## config.mk

```make
export PLATFORM = sky130hd
export DESIGN_NAME = gcd_stein
export DESIGN_NICKNAME = d
export VERILOG_FILES = /design/src/rtl/gcd_stein.sv
export SDC_FILE = /design/constraint.sdc
export NUM_CORES = 1
export LEC_CHECK = 0
export ABC_AREA = 1
export CELL_PAD_IN_SITES_DETAIL_PLACEMENT = 1
export CELL_PAD_IN_SITES_GLOBAL_PLACEMENT = 1
export CORE_ASPECT_RATIO = 1.25
export CORE_MARGIN = 2
export CORE_UTILIZATION = 45
export CTS_CLUSTER_SIZE = 16
export DETAILED_ROUTE_END_ITERATION = 8
export PLACE_DENSITY = 0.94
export SLEW_MARGIN = 40
export SYNTH_ARGS = -nofsm -noshare
export SYNTH_HDL_FRONTEND = slang
export SYNTH_SLANG_ARGS = --single-unit
```

## constraint.sdc

```tcl
create_clock -name clk -period 7 [get_ports clk]
set_input_delay 1.4 -clock clk [delete_from_list [all_inputs] [get_ports clk]]
set_output_delay 1.4 -clock clk [all_outputs]
set_load 0.02 [all_outputs]
```

## src/rtl/gcd_stein.sv

```systemverilog
// Binary (Stein) GCD engine: accepts an operand pair, strips common factors of two,
// then reduces by halving and halved subtraction; one datapath step per clock.
module gcd_stein #(
    parameter int unsigned NBITS = 32,
    parameter int unsigned CNT_W = 8
) (
    input  logic             clk,
    input  logic             reset_n,
    input  logic             in_valid,
    output logic             in_ready,
    input  logic [NBITS-1:0] a_in,
    input  logic [NBITS-1:0] b_in,
    input  logic             abort,
    output logic             out_valid,
    input  logic             out_ready,
    output logic [NBITS-1:0] result,
    output logic [CNT_W-1:0] cycles
);

    localparam int unsigned K_W = $clog2(NBITS + 1);

    typedef enum logic [1:0] {
        IDLE   = 2'd0,
        SHIFT  = 2'd1,
        REDUCE = 2'd2,
        DONE   = 2'd3
    } state_t;

    state_t           state_q, state_d;
    logic [NBITS-1:0] a_q, a_d;
    logic [NBITS-1:0] b_q, b_d;
    logic [K_W-1:0]   k_q, k_d;
    logic [CNT_W-1:0] cnt_q, cnt_d;
    logic [NBITS-1:0] result_q, result_d;
    logic [CNT_W-1:0] cycles_q, cycles_d;
    logic             out_valid_q;

    logic [CNT_W-1:0] cnt_inc;
    logic [NBITS-1:0] gcd_val;
    logic             operand_zero;

    assign cnt_inc      = (cnt_q == {CNT_W{1'b1}}) ? cnt_q : cnt_q + CNT_W'(1);
    assign gcd_val      = (a_q | b_q) << k_q;
    assign operand_zero = (a_q == '0) || (b_q == '0);

    assign in_ready  = (state_q == IDLE);
    assign out_valid = out_valid_q;
    assign result    = result_q;
    assign cycles    = cycles_q;

    // State register and datapath registers
    always_ff @(posedge clk or negedge reset_n) begin
        if (!reset_n) begin
            state_q     <= IDLE;
            a_q         <= '0;
            b_q         <= '0;
            k_q         <= '0;
            cnt_q       <= '0;
            result_q    <= '0;
            cycles_q    <= '0;
            out_valid_q <= 1'b0;
        end else begin
            state_q     <= state_d;
            a_q         <= a_d;
            b_q         <= b_d;
            k_q         <= k_d;
            cnt_q       <= cnt_d;
            result_q    <= result_d;
            cycles_q    <= cycles_d;
            out_valid_q <= (state_d == DONE);
        end
    end

    // Next-state and datapath step; abort takes priority over any step in flight
    always_comb begin
        state_d  = state_q;
        a_d      = a_q;
        b_d      = b_q;
        k_d      = k_q;
        cnt_d    = cnt_q;
        result_d = result_q;
        cycles_d = cycles_q;

        case (state_q)
            IDLE: begin
                if (in_valid) begin
                    a_d     = a_in;
                    b_d     = b_in;
                    k_d     = '0;
                    cnt_d   = '0;
                    state_d = SHIFT;
                end
            end
            SHIFT: begin
                if (abort) begin
                    state_d = IDLE;
                end else begin
                    cnt_d = cnt_inc;
                    if (operand_zero) begin
                        result_d = gcd_val;
                        cycles_d = cnt_q + CNT_W'(1);
                        state_d  = DONE;
                    end else if (!a_q[0] && !b_q[0]) begin
                        a_d = a_q >> 1;
                        b_d = b_q >> 1;
                        k_d = k_q + K_W'(1);
                    end else begin
                        state_d = REDUCE;
                    end
                end
            end
            REDUCE: begin
                if (abort) begin
                    state_d = IDLE;
                end else begin
                    cnt_d = cnt_inc;
                    if (operand_zero) begin
                        result_d = gcd_val;
                        cycles_d = cnt_q + CNT_W'(1);
                        state_d  = DONE;
                    end else if (!a_q[0]) begin
                        a_d = a_q >> 1;
                    end else if (!b_q[0]) begin
                        b_d = b_q >> 1;
                    end else if (a_q >= b_q) begin
                        a_d = (a_q - b_q) >> 1;
                    end else begin
                        b_d = (b_q - a_q) >> 1;
                    end
                end
            end
            DONE: begin
                if (out_ready) begin
                    state_d = IDLE;
                end
            end
            default: begin
                state_d = IDLE;
            end
        endcase
    end

endmodule

```

## Yosys cells after proc, flatten, opt, wreduce, memory -nomap -nowiden

Cells that the tools add are included.

| cells by class | value |
|---|---|
| add/subtract/negate cells | 4 |
| order comparisons | 1 |
| eq/ne operators | 17 |
| shifts and indexed selects | 1 |
| multiplexer cells | 37 |
| bitwise logic cells | 2 |
| reduce and logical (&&, ||, !) cells | 18 |

Operators by type and width:

| operator | number |
|---|---|
| 32-bit two-way mux | 18 |
| 32-bit case mux with 3 select lines | 2 |
| 32-bit zero test | 2 |
| 32-bit subtractor | 2 |
| 32-bit greater-or-equal comparator | 1 |
| 32-bit bitwise OR | 1 |
| 32-bit by 6-bit << shifter with 32-bit output | 1 |
| 6-bit two-way mux | 4 |
| 8-bit two-way mux | 3 |
| 2-bit != test (second input constant) | 9 |
| 9-bit AND reduction | 2 |
| 8-bit case mux with 2 select lines | 1 |
| 2-bit two-way mux | 7 |
| 6-bit case mux with 2 select lines | 1 |
| 3-bit != test (second input constant) | 3 |
| 8-bit by 1-bit adder with 8-bit output (second input constant) | 1 |
| 8-bit == test (second input constant) | 1 |
| 2-bit case mux with 4 select lines | 1 |
| 8-bit AND reduction | 1 |
| 7-bit AND reduction | 1 |
| 6-bit by 1-bit adder with 6-bit output (second input constant) | 1 |
| 2-bit == test (second input constant) | 3 |
| 5-bit AND reduction | 1 |
| 4-bit AND reduction | 1 |
| 10 further kinds | 12 |

| word-level totals | value |
|---|---|
| bits in registers | 121 |
| bits of input ports | 69 |
| output and inout port bits | 42 |
| word-level logic and storage cells | 90 |

## Longest topological paths before layout

| logic depth | value |
|---|---|
| depth after elaboration | 7 |
| gate-level depth with buffers | 20 |
| gate-level depth less buffers | 19 |

## Worst setup path before layout

Ideal clock, no wire load.

| timing | value |
|---|---|
| path type | register -> register |
| from | register a_q[0] |
| to | register b_q[21] |
| library setup time | 116 ps |
| arrival | 2604 ps |
| slack | 4279 ps |
| stages on the path, launching flop included | 20 |
| buffers on the path | 2 |
| clock period less this slack | 2721 ps |
| path through | dfrtp_1 > clkbuf_1 > inv_1 > ha_1 > fa_1 > inv_1 > nand2_1 > nand2_1 > nand2_1 > nand2_1 > nand2_1 > nand3_1 > nand2_2 > nand2_1 > nand3_2 > nand2_4 > buf_6 > nor2_1 > nand2_1 > nand2_1 |

| between the ends | value |
|---|---|
| longest elaborated chain between the ends | 7 |
| elaborated cells on any way between the ends | 18 |
| classes of those cells | add/sub: 1; order compare: 1; eq/ne: 5; mux: 6; reduce/logical: 5 |

Ends and longest elaborated chain:

| what | line | RTL |
|---|---|---|
| start: declaration | 30 | `logic [NBITS-1:0] a_q, a_d;` |
| start signal: assignment | 55 | `a_q <= '0;` |
| start signal: assignment | 64 | `a_q <= a_d;` |
| 32-bit subtractor | 128 | `b_d = (b_q - a_q) >> 1;` |
| 32-bit two-way mux | 125 | `end else if (a_q >= b_q) begin` |
| 32-bit two-way mux | 123 | `end else if (!b_q[0]) begin` |
| 32-bit two-way mux | 121 | `end else if (!a_q[0]) begin` |
| 32-bit two-way mux | 117 | `if (operand_zero) begin` |
| 32-bit two-way mux | 113 | `if (abort) begin` |
| 32-bit case mux with 3 select lines | 84 | `case (state_q)` |
| end signal: assignment | 56 | `b_q <= '0;` |
| end signal: assignment | 65 | `b_q <= b_d;` |
| end: declaration | 31 | `logic [NBITS-1:0] b_q, b_d;` |

Parallel ways exist; a longest one is shown, timed or not. The select of a mux whose other input is x is not followed.
A chain may end at the register's enable or synchronous reset.

## Final worst setup path

| timing | value |
|---|---|
| from | register a_q[0] |
| to | register b_q[22] |

Same word-level chain as after synthesis.

==> summary.txt <==
Route
  – Via count: 15155
  – Average wire per standard cell: 22.0 µm
  – Via/cell ratio: 5.78
  – Total Wirelength: 57600 µm
  – Iter 0 DRT Violations: 1056
  – DRC viols: 0
  – DRT Pass-1 Iters: 5
  – ANT nets after route: 0

GRT
  – Initial antenna violation count: 0
  – Grt ovf: 0
  – Largest net degree at the start of global routing: 66
  – Vias in the first global route: 15898
  – Total global routing track utilization: 0.386
  – Global-route wire length before repair: 89700 µm

Clocking
  – Setup Fix Bufs, Post-CTS: 0
  – Root Driver: clkbuf_16
  – Clock Path Buffers: 2
  – CTS tree: built
  – Worst-path clk slew: 0.06 ns
  – Clock Latency Late Sink: ~0.46 ns
  – Sink Count: about 120
  – Post-CTS resize count: 0
  – Hold buffers post-CTS: 0
  – H-tree depth: 4
  – Total CTS buffers: 17

Logic synthesis
  – EDFF count, synth: 0
  – Synth Instances: 2197
  – Ranking of synthesized cells by area: nand2_1, dfrtp_1, ha_1, inv_1, o21ai_0
  – Synthesized area: ~13000 µm²
  – Post-synth top area cell: nand2_1
  – Most used DFF post-synth: dfrtp_1
  – Sequential share of the synthesized area: 0.234
  – Post-Syn Nets: around 2400
  – Post-Syn Area per Cell: 5.88 µm²
  – Synth top area share: 0.246
  – Yosys cell types: 46
  – Asr flop ratio synth: 1.00
  – Ys Warns: 0
  – Post-synthesis register bit count: between 100 and 150

Job
  – Max-cap check violation count: 0

Place
  – Hpwl dp: 45000 µm
  – Placed Cells: between 2000 and 3000
  – I/O Buffers: 110
  – Gp weighted congestion: around 0.98

Setup path
  – Most used cell, CP: nand2_1
  – Critical Path RT: 7.34 ns
  – CP Capture Type: register
  – Worst r2r src: a_q[0]
  – Setup CP Type: reg2reg
  – Largest delay share family, worst path: simple AND/OR/NAND/NOR gates
  – WP buf/inv: 2
  – Worst path slowest cell: dfrtp_1
  – Crit-path cells: inv_1 > ha_1 > fa_1 > inv_1 > nand2_1 > nand2_1 > nand2_1 > nand2_1 > nand2_1 > nand3_1 > nand2_2 > nand2_1 > nand3_2 > nand2_4 > nor2_1 > nand2_1 > nand2_1
  – CP Launch Type: register
  – Slowest Stage Delay on Critical Path: 0.73 ns
  – Crit path max fanout: between 60 and 70
  – Crit path launch: a_q[0]
  – Worst EP arrival: 4.06 ns

Floorplanning
  – Die height: 193 µm
  – Die width: 156 µm
  – # rows: 69
  – Placeable core area: 28300 µm²
  – Starting Density: 0.456
  – Die area: 30100 µm²
  – Top Ports: 111

Timing
  – Setup Viol. Count Final: 0
  – Minimum clock period: 3.72 ns
  – Final Cycle Share: 0.532
  – Worst clock skew: roughly 0.015 ns
  – Fmax: 269 MHz
  – Max-slew headroom: 0.422
  – RSZ-0062 raised after global routing: false
  – Hold Vio Cnt, Final: 0
  – Final Max Tran Viols: 0
  – Setup TNS Final: 0 ns
  – Worst-Margin Slew: 0.858 ns
  – Fin Hold WS: 0.487 ns

Min path
  – Hold path start: result[29]
  – Hold crit path type: reg2reg

Finish
  – Final Instance Count excl. Fillers: 2624
  – Area grow syn2layout: 14.5%
  – Ratio of cells with drive above 1 in the final layout: 0.0313
  – Number of antenna diodes: 0
  – Nets: about 2400

Status
  – Status: complete, no violations
-- cell usage in the layout, fill, tap and decap left out, types with 25 or more instances in the layout --
| master | n |
|---|---|
| a21oi_1 | 132 |
| clkdlybuf4s50_1 | 109 |
| dfrtp_1 | 121 |
| ha_1 | 101 |
| inv_1 | 264 |
| nand2_1 | 846 |
| nand3_1 | 95 |
| nand4_1 | 25 |
| nor2_1 | 208 |
| o21ai_0 | 157 |
| xor2_1 | 40 |
-- final cells by class --
| class | instances | area (µm²) |
|---|---|---|
| clock buffers | 18 | 439 |
| clock inverters | 14 | 161 |
| fillers | 3980 | 13500 |
| inverters | 272 | 1020 |
| multi-input cells | 1722 | 8510 |
| flip-flops and latches | 121 | 3030 |
| well taps | 355 | 444 |
| repair buffers | 122 | 1200 |
-- logic make-up after synthesis --
| group | after synthesis | synth area share |
|---|---|---|
| AO/OA/AOI/OAI | 352 | 0.146 |
| XOR/XNOR | 43 | 0.0291 |
| AND/OR/NAND/NOR | 1215 | 0.376 |
| flip-flops | 121 | 0.234 |
| multiplexers | 8 | 0.00620 |
| adder cells (fa/ha/maj) | 104 | 0.102 |
| buffers and inverters | 354 | 0.107 |
-- per-layer routing --
layer  global-route usage  wire length (µm)
met3               0.0459              3050
met2                0.654             27500
met1                0.472             23600
met5                    0                 0
met4                0.215              3470
-- Yosys cell counts (4+ instances only) --
library cell  instances
nand2_1             846
inv_1               266
nor2_1              208
o21ai_0             158
a21oi_1             132
dfrtp_1             121
ha_1                102
nand3_1              95
clkbuf_1             47
xor2_1               40
nand4_1              25
nor3_1               17
buf_2                15
o211ai_1             13
buf_1                11
o21ai_1              11
a31oi_1               8
mux2i_1               8
nor2_2                7
o21bai_1              7
o22ai_1               5
a21o_1                4
a22oi_1               4
-- state kept, by name, indices dropped and copies added (netlist names) --
name / count
a_q: 32
result: 32
b_q: 32
k_q: 6
cycles: 8
cnt_q: 8
out_valid: 1
state_q: 2
-- worst min-delay path, stage by stage (launching register included) --
cell and delay [ns]:
dfrtp_1 0.34, nand2_1 0.06, nand2_1 0.06
-- final timing paths --
| check | slack (ns) | cells past startpoint | end |
|---|---|---|---|
| setup / recovery | 3.28 | 17 | b_q[22] |
| hold / removal | 0.49 | 2 | result[29] |
| setup reg to reg | 3.28 | 17 | b_q[22] |
| hold reg to reg | 0.49 | 2 | result[29] |
| max in group asynchronous | 5.01 | 2 | b_q[29] |
| min in group asynchronous | 0.94 | 1 | result[18] |
-- through the flow --
step | instance area [µm²] | util | setup WS, ns
after global routing | 14800 | 0.523 | 2.99
after global placement | 14200 | 0.501 | 3.57
after floorplan | 12900 | - | 4.28
after detailed placement | 14200 | 0.501 | 3.36
final | 14800 | 0.523 | 3.28
after CTS | 14800 | 0.522 | 3.34
Power is not shown: default switching activity piles up to over one toggle a cycle in this logic, so the estimate is an artifact.
